[src/rtl/agc_pkg.sv]
// Shared definitions for the IQ automatic gain control block.
// Holds the loop state encoding, datapath widths, default loop constants and
// the scale-and-saturate helper used by the stage-2 multiplier.
package agc_pkg;

  typedef enum logic [1:0] {
    ST_ACQUIRE = 2'd0,
    ST_TRACK   = 2'd1,
    ST_HOLD    = 2'd2
  } agc_state_t;

  localparam int IN_W   = 16;  // sfix16_En15 input samples
  localparam int OUT_W  = 39;  // sfix39_En36 output samples
  localparam int MAG_W  = 17;  // ufix17_En13 magnitude
  localparam int GAIN_W = 16;  // ufix16_En8 gain

  localparam int DEF_BLK_LOG2    = 6;
  localparam int DEF_REF_LEVEL   = 8192;
  localparam int DEF_DEADBAND    = 256;
  localparam int DEF_LOCK_BLOCKS = 4;
  localparam int DEF_GAIN_INIT   = 256;
  localparam int DEF_GAIN_MIN    = 16;
  localparam int DEF_GAIN_MAX    = 65535;

  localparam int STEP_SH_ACQ = 3;  // coarse step: gain/8
  localparam int STEP_SH_TRK = 6;  // fine step: gain/64

  // x (En15) * g (En8) gives En23; shifting by 13 lands on En36.
  // Returns {saturated, value}. The shifted product is saturated when its
  // bits above the sfix39 sign position are not all copies of the sign.
  function automatic logic [OUT_W:0] scale_sat(input logic signed [IN_W-1:0]   x,
                                               input logic        [GAIN_W-1:0] g);
    logic signed [32:0] prod;
    logic signed [45:0] shifted;
    prod    = 33'(x) * 33'($signed({1'b0, g}));
    shifted = {prod, 13'b0};
    if ((&shifted[45:38]) || (~|shifted[45:38]))
      return {1'b0, shifted[OUT_W-1:0]};
    else if (shifted[45])
      return {1'b1, 1'b1, {(OUT_W-1){1'b0}}};
    else
      return {1'b1, 1'b0, {(OUT_W-1){1'b1}}};
  endfunction

endpackage

[src/rtl/agc_mag_est.sv]
// Combinational I/Q magnitude estimate: max(|I|,|Q|) + min(|I|,|Q|)/2.
// Ports:
//   x_i, x_q : signed sfix16_En13 components
//   mag      : ufix17_En13 estimate
module agc_mag_est
  import agc_pkg::*;
(
  input  logic signed [IN_W-1:0]  x_i,
  input  logic signed [IN_W-1:0]  x_q,
  output logic        [MAG_W-1:0] mag
);

  logic [IN_W-1:0] abs_i, abs_q, mx, mn;

  // The most negative code has no positive twin; it clips to full scale.
  function automatic logic [IN_W-1:0] abs_clip(input logic signed [IN_W-1:0] x);
    if (x == {1'b1, {(IN_W-1){1'b0}}})
      return {1'b0, {(IN_W-1){1'b1}}};
    else if (x[IN_W-1])
      return IN_W'(-x);
    else
      return x;
  endfunction

  assign abs_i = abs_clip(x_i);
  assign abs_q = abs_clip(x_q);
  assign mx    = (abs_i > abs_q) ? abs_i : abs_q;
  assign mn    = (abs_i > abs_q) ? abs_q : abs_i;
  assign mag   = MAG_W'(mx) + MAG_W'(mn >> 1);

endmodule

[src/rtl/agc_iq.sv]
// Block-based AGC for complex baseband ahead of the FM demodulator.
// Two-stage pipeline (input register, gain multiply + saturation); the loop
// averages the output magnitude over 2^BLK_LOG2 samples and nudges the gain
// once per block.
// Ports:
//   clk, reset        : clock, asynchronous active-low reset
//   clk_enable        : sample strobe, all loop/datapath state advances on it
//   in_I, in_Q        : sfix16_En15 input samples
//   agc_hold          : freeze the gain loop
//   out_I, out_Q      : sfix39_En36 scaled samples
//   ce_out            : clk_enable delayed by two clocks
//   gain              : current gain, ufix16_En8
//   locked            : loop is in TRACK
//   sat               : current output sample clipped on I or Q
//
// state    | meaning
// ACQUIRE  | coarse steps, counting consecutive in-band blocks
// TRACK    | locked, fine steps, falls back on a large level error
// HOLD     | gain, accumulator and block counter frozen
module agc_iq
  import agc_pkg::*;
#(
  parameter int BLK_LOG2    = DEF_BLK_LOG2,
  parameter int REF_LEVEL   = DEF_REF_LEVEL,
  parameter int DEADBAND    = DEF_DEADBAND,
  parameter int LOCK_BLOCKS = DEF_LOCK_BLOCKS,
  parameter int GAIN_INIT   = DEF_GAIN_INIT,
  parameter int GAIN_MIN    = DEF_GAIN_MIN,
  parameter int GAIN_MAX    = DEF_GAIN_MAX
) (
  input  logic                     clk,
  input  logic                     reset,
  input  logic                     clk_enable,
  input  logic signed [IN_W-1:0]   in_I,
  input  logic signed [IN_W-1:0]   in_Q,
  input  logic                     agc_hold,
  output logic signed [OUT_W-1:0]  out_I,
  output logic signed [OUT_W-1:0]  out_Q,
  output logic                     ce_out,
  output logic        [GAIN_W-1:0] gain,
  output logic                     locked,
  output logic                     sat
);

  localparam int ACC_W = MAG_W + BLK_LOG2;
  localparam int CNT_W = BLK_LOG2 + 1;
  localparam int LCK_W = $clog2(LOCK_BLOCKS + 1);

  agc_state_t          state, state_nxt;
  logic signed [IN_W-1:0] d1_i, d1_q;
  logic                ce_d1;
  logic [OUT_W:0]      sr_i, sr_q;
  logic [MAG_W-1:0]    mag, avg;
  logic [ACC_W-1:0]    acc, acc_nxt;
  logic [CNT_W-1:0]    blk_cnt, cnt_nxt;
  logic [LCK_W-1:0]    lock_cnt, lock_nxt;
  logic [GAIN_W-1:0]   gain_nxt, step_raw, step, gain_up, gain_dn;
  logic [GAIN_W:0]     sum_up, dif_dn;
  logic                blk_end, above, below, far;
  int                  err;

  // ---------------- datapath ----------------
  assign sr_i = scale_sat(d1_i, gain);
  assign sr_q = scale_sat(d1_q, gain);

  always_ff @(posedge clk or negedge reset) begin
    if (!reset) begin
      d1_i   <= '0;
      d1_q   <= '0;
      out_I  <= '0;
      out_Q  <= '0;
      sat    <= 1'b0;
      ce_d1  <= 1'b0;
      ce_out <= 1'b0;
    end else begin
      ce_d1  <= clk_enable;
      ce_out <= ce_d1;
      if (clk_enable) begin
        d1_i  <= in_I;
        d1_q  <= in_Q;
        out_I <= sr_i[OUT_W-1:0];
        out_Q <= sr_q[OUT_W-1:0];
        sat   <= sr_i[OUT_W] | sr_q[OUT_W];
      end
    end
  end

  agc_mag_est u_mag (
    .x_i (out_I[OUT_W-1:OUT_W-IN_W]),
    .x_q (out_Q[OUT_W-1:OUT_W-IN_W]),
    .mag (mag)
  );

  // ---------------- level detector / gain step ----------------
  // The block ends on the sample after the 2^BLK_LOG2-th one; that sample
  // seeds the next block.
  assign blk_end = (blk_cnt == CNT_W'(2 ** BLK_LOG2));
  assign avg     = MAG_W'(acc >> BLK_LOG2);
  assign err     = int'(avg) - REF_LEVEL;
  assign above   = err > DEADBAND;
  assign below   = err < -DEADBAND;
  assign far     = (err > 4 * DEADBAND) || (err < -4 * DEADBAND);

  assign step_raw = (state == ST_TRACK) ? (gain >> STEP_SH_TRK) : (gain >> STEP_SH_ACQ);
  assign step     = (step_raw == '0) ? GAIN_W'(1) : step_raw;
  assign sum_up   = {1'b0, gain} + {1'b0, step};
  assign dif_dn   = {1'b0, gain} - {1'b0, step};
  assign gain_up  = (int'(sum_up) > GAIN_MAX) ? GAIN_W'(GAIN_MAX) : sum_up[GAIN_W-1:0];
  assign gain_dn  = (dif_dn[GAIN_W] || int'(dif_dn) < GAIN_MIN) ?
                    GAIN_W'(GAIN_MIN) : dif_dn[GAIN_W-1:0];

  // ---------------- loop FSM ----------------
  always_ff @(posedge clk or negedge reset) begin
    if (!reset) state <= ST_ACQUIRE;
    else if (clk_enable) state <= state_nxt;
  end

  // Step size follows the state the block was measured in, so the block that
  // drops TRACK still uses the fine step.
  always_comb begin
    state_nxt = state;
    acc_nxt   = acc;
    cnt_nxt   = blk_cnt;
    lock_nxt  = lock_cnt;
    gain_nxt  = gain;
    unique case (state)
      ST_HOLD: begin
        if (!agc_hold) begin
          state_nxt = ST_ACQUIRE;
          acc_nxt   = '0;
          cnt_nxt   = '0;
          lock_nxt  = '0;
        end
      end
      default: begin
        if (agc_hold) begin
          state_nxt = ST_HOLD;
        end else if (blk_end) begin
          acc_nxt = ACC_W'(mag);
          cnt_nxt = CNT_W'(1);
          if (above)      gain_nxt = gain_dn;
          else if (below) gain_nxt = gain_up;
          if (state == ST_ACQUIRE) begin
            if (above || below) begin
              lock_nxt = '0;
            end else if (lock_cnt == LCK_W'(LOCK_BLOCKS - 1)) begin
              state_nxt = ST_TRACK;
              lock_nxt  = '0;
            end else begin
              lock_nxt = lock_cnt + 1'b1;
            end
          end else if (far) begin
            state_nxt = ST_ACQUIRE;
            lock_nxt  = '0;
          end
        end else begin
          acc_nxt = acc + ACC_W'(mag);
          cnt_nxt = blk_cnt + 1'b1;
        end
      end
    endcase
  end

  always_ff @(posedge clk or negedge reset) begin
    if (!reset) begin
      acc      <= '0;
      blk_cnt  <= '0;
      lock_cnt <= '0;
      gain     <= GAIN_W'(GAIN_INIT);
    end else if (clk_enable) begin
      acc      <= acc_nxt;
      blk_cnt  <= cnt_nxt;
      lock_cnt <= lock_nxt;
      gain     <= gain_nxt;
    end
  end

  assign locked = (state == ST_TRACK);

endmodule
[config.mk]
export PLATFORM = sky130hd
export DESIGN_NAME = agc_iq
export DESIGN_NICKNAME = d
export VERILOG_FILES = /design/src/rtl/agc_pkg.sv /design/src/rtl/agc_mag_est.sv /design/src/rtl/agc_iq.sv
export SDC_FILE = /design/constraint.sdc
export NUM_CORES = 2
export LEC_CHECK = 0
export ABC_AREA = 1
export ABC_CLOCK_PERIOD_IN_PS = 6500
export BUFFER_PORTS_ARGS = -buffer_cell sky130_fd_sc_hd__buf_4
export CELL_PAD_IN_SITES_DETAIL_PLACEMENT = 1
export CELL_PAD_IN_SITES_GLOBAL_PLACEMENT = 1
export CORE_MARGIN = 5
export CORE_UTILIZATION = 30
export CTS_CLUSTER_SIZE = 24
export DETAILED_ROUTE_END_ITERATION = 12
export PLACE_DENSITY_LB_ADDON = 0.1
export SYNTH_ARGS = -nofsm -noshare
export SYNTH_HDL_FRONTEND = slang
export SYNTH_SLANG_ARGS = --single-unit
[constraint.sdc]
create_clock -name clk -period 6.5 [get_ports clk]
set_input_delay 1.3 -clock clk [delete_from_list [all_inputs] [get_ports clk]]
set_output_delay 1.3 -clock clk [all_outputs]
set_load 0.01 [all_outputs]
==> out/metrics.csv <==
metric,value,unit
status,"finished, final reports clean",
Synth Area in Adders,38.5,%
Slowest cell on crit path,dfstp_2,
Root Driver,clkbuf_16,
total CTS buffers,17,
XOR/XNOR Fraction of Synth Area,2.37,%
CP Data Required Time,6.93,ns
Most used DFF post-synth,dfrtp_1,
minimum clock period,6.37,ns
full die area,110000,um2
WHS,0.348,ns
"Clk pin slew, worst setup/hold paths",0.07,ns
met2 Use GR,35.4,%
CP dominant cell by count,fa_1,
Sink Count,140,
Slew @ Worst Pin,0.923,ns
number of routed nets with antenna violations,0,
routability cong.,0.870,
hold buffers post-CTS,0,
Die Width,331,um
Core Footprint,102000,um2
"Avg Cell Area, Syn",7.07,um2
die height,331,um
NumNets Final,5468,
row count,117,
final instance area,37800,um2
DR DRC count,0,
Worst Hold Class,reg2reg,
"Seq/Total Area, Yosys",11.3,%
Critical Path AT,6.81,ns
routed vias/inst,4.65,
Netlist cell types,59,
initial core utilization,30.3,%
DRT Wirelength,115000,um
largest family of logic cells by synthesized area,adder cells,
I/O pin count,133,
Pins Over Slew Limit,0,
multiplexer share of the synthesized area,0,%
Compound-Gate Fraction of Synth Area,5.76,%
Initial DRC Count,1240,
met3 usage,1.78,%
number of global-route vias before repair,30772,
total gr overflow,0,
H-tree Lvls,4,
antenna cell count,0,
Relative slew margins,38.5,%
Post-Syn Area,31000,um2
synthesized netlist cell count,4381,
CP peak stage delay,0.64,ns
first-pass GRT wire length,179000,um
"FF+latch count, synth",140,
fmax,157,MHz
number of flops mapped to enable cells by yosys,0,
largest net degree at the start of global routing,81,
# port buffers,132,
final period utilization,98.1,%
P&R area growth vs syn,22.1,%
Final Skew,0.0297,ns
final setup vio count,0,
CTS tree,yes,
met1 Usage GRT,29.1,%
CP Launch Type,register,
busiest layer in global routing,met2,
critical path class,reg2reg,
syn_nets,5135,
worst-path fanout max,7,
initial antenna violation count,2,
Max-Cap Viols,0,
final hold violation count,0,
dpl cell area,35400,um2
Tot GR Track Use,20.7,%
DR pass1 iterations,5,
dpl hpwl,94200,um
share of cells above drive strength 1,19.1,%
Vias,28327,
CP endpoint kind,register,
average wire per standard cell,18.9,um
simple-gate share of the synthesized area,26.9,%
setup ws final,0.125,ns
Post-Place Worst Slack,-0.183,ns
"FFs w/ async S/R, synth",100,%
"Clk Latency, worst-skew pair",0.52,ns
Bufs on Longest Clock Path,2,
synthesis warning total,0,
==> final cells by class <==
class	instances	area [um2]
clock buffers	18	429
clock inverters	14	233
fillers	12764	64400
inverters	993	3730
multi-input cells	3054	23900
flip-flops and latches	140	3550
well taps	1368	1710
repair buffers	508	4260
==> cells in the mapped netlist (8+ instances only) <==
cell type / instances / area [um2]
nand2_2: 24 / 150
inv_1: 979 / 3670
ha_1: 326 / 4080
nand2_1: 1338 / 5020
a31oi_1: 22 / 138
o21ai_0: 112 / 561
xor2_1: 54 / 473
nor3_2: 8 / 80.1
buf_2: 12 / 60.1
nand3_1: 171 / 856
inv_2: 13 / 48.8
nand4_1: 34 / 213
dfrtp_1: 139 / 3480
o211ai_1: 10 / 75.1
nand3_2: 64 / 641
nor2_2: 16 / 100
fa_1: 392 / 7850
xnor2_1: 30 / 263
nor2_4: 9 / 101
nor2_1: 195 / 732
a21oi_1: 147 / 736
clkbuf_1: 129 / 484
nand3b_1: 10 / 75.1
buf_1: 13 / 48.8
buf_4: 29 / 218
nor3_1: 29 / 145
==> worst max-delay path: cells and delay by family, from the launching register on <==
family	cells	cell delay, ns
buf+inv	10	1.09
fa+ha+maj	7	3.34
simple gates	13	1.20
flops	1	0.64
==> through the flow <==
step           TNS (ns)  std cells  utilization [%]
2_1_floorplan         0       4381                -
3_3_place_gp      -1.71       6007             34.7
3_5_place_dp      -3.18       6007             34.7
4_1_cts         -0.0324       6043             35.4
5_1_grt           -1.53       6095             37.0
6_report              0       6095             37.0
==> repair_timing <==
action	CTS	global route
pin swaps	2	108
gates resized for setup	16	288
gates cloned	0	7
endpoints found under the setup margin	54	70
setup buffers	4	45
==> cell usage in the layout, fill, tap and decap left out, types with 77 or more instances in the layout <==
cell type	instances
nand3_1	155
o21ai_0	96
ha_1	294
nand3_2	77
nand2_1	1284
nor2_1	168
dfrtp_1	116
buf_4	468
a21oi_1	117
fa_1	387
inv_1	968
==> final timing paths <==
| check | to | from | cells past startpoint | slack, ns |
|---|---|---|---|---|
| hold reg to reg | ce_out | ce_d1 | 0 | 0.35 |
| min in group asynchronous | out_Q[20] | reset | 1 | 0.87 |
| setup reg to reg | out_Q[14] | gain[8] | 30 | 0.13 |
| hold / removal | ce_out | ce_d1 | 0 | 0.35 |
| max in group asynchronous | gain[7] | reset | 2 | 4.46 |
| setup / recovery | out_Q[14] | gain[8] | 30 | 0.13 |
==> kinds of logic (layout without fill, tap and decap cells) <==
kind of cell / count (synthesis) / after routing
compound gates: 327 / 327
xor+xnor: 84 / 84
fa+ha+maj: 718 / 718
buf+inv: 1188 / 1533
flops: 140 / 140
simple gates: 1924 / 1925
==> routing by layer <==
| metal | routed length [um] | share of wire [%] | vias up |
|---|---|---|---|
| met3 | 2860 | 2.5 | 66 |
| met4 | 1760 | 1.5 | 0 |
| met5 | 0 | 0 | - |
| met1 | 56200 | 49 | 14156 |
| met2 | 54100 | 47 | 302 |
| li1 | - | - | 13803 |
==> flip-flops by register name (all words and copies together), names as in the netlist <==
name	cells
sat	1
ce_d1	1
acc	23
ce_out	1
out_Q	27
gain	16
d1_i	16
lock_cnt	3
out_I	27
blk_cnt	7
state	2
d1_q	16
Power is left out: the tool's default activity adds up to more than one toggle a clock period on the data nets, which glitch-free logic cannot reach.
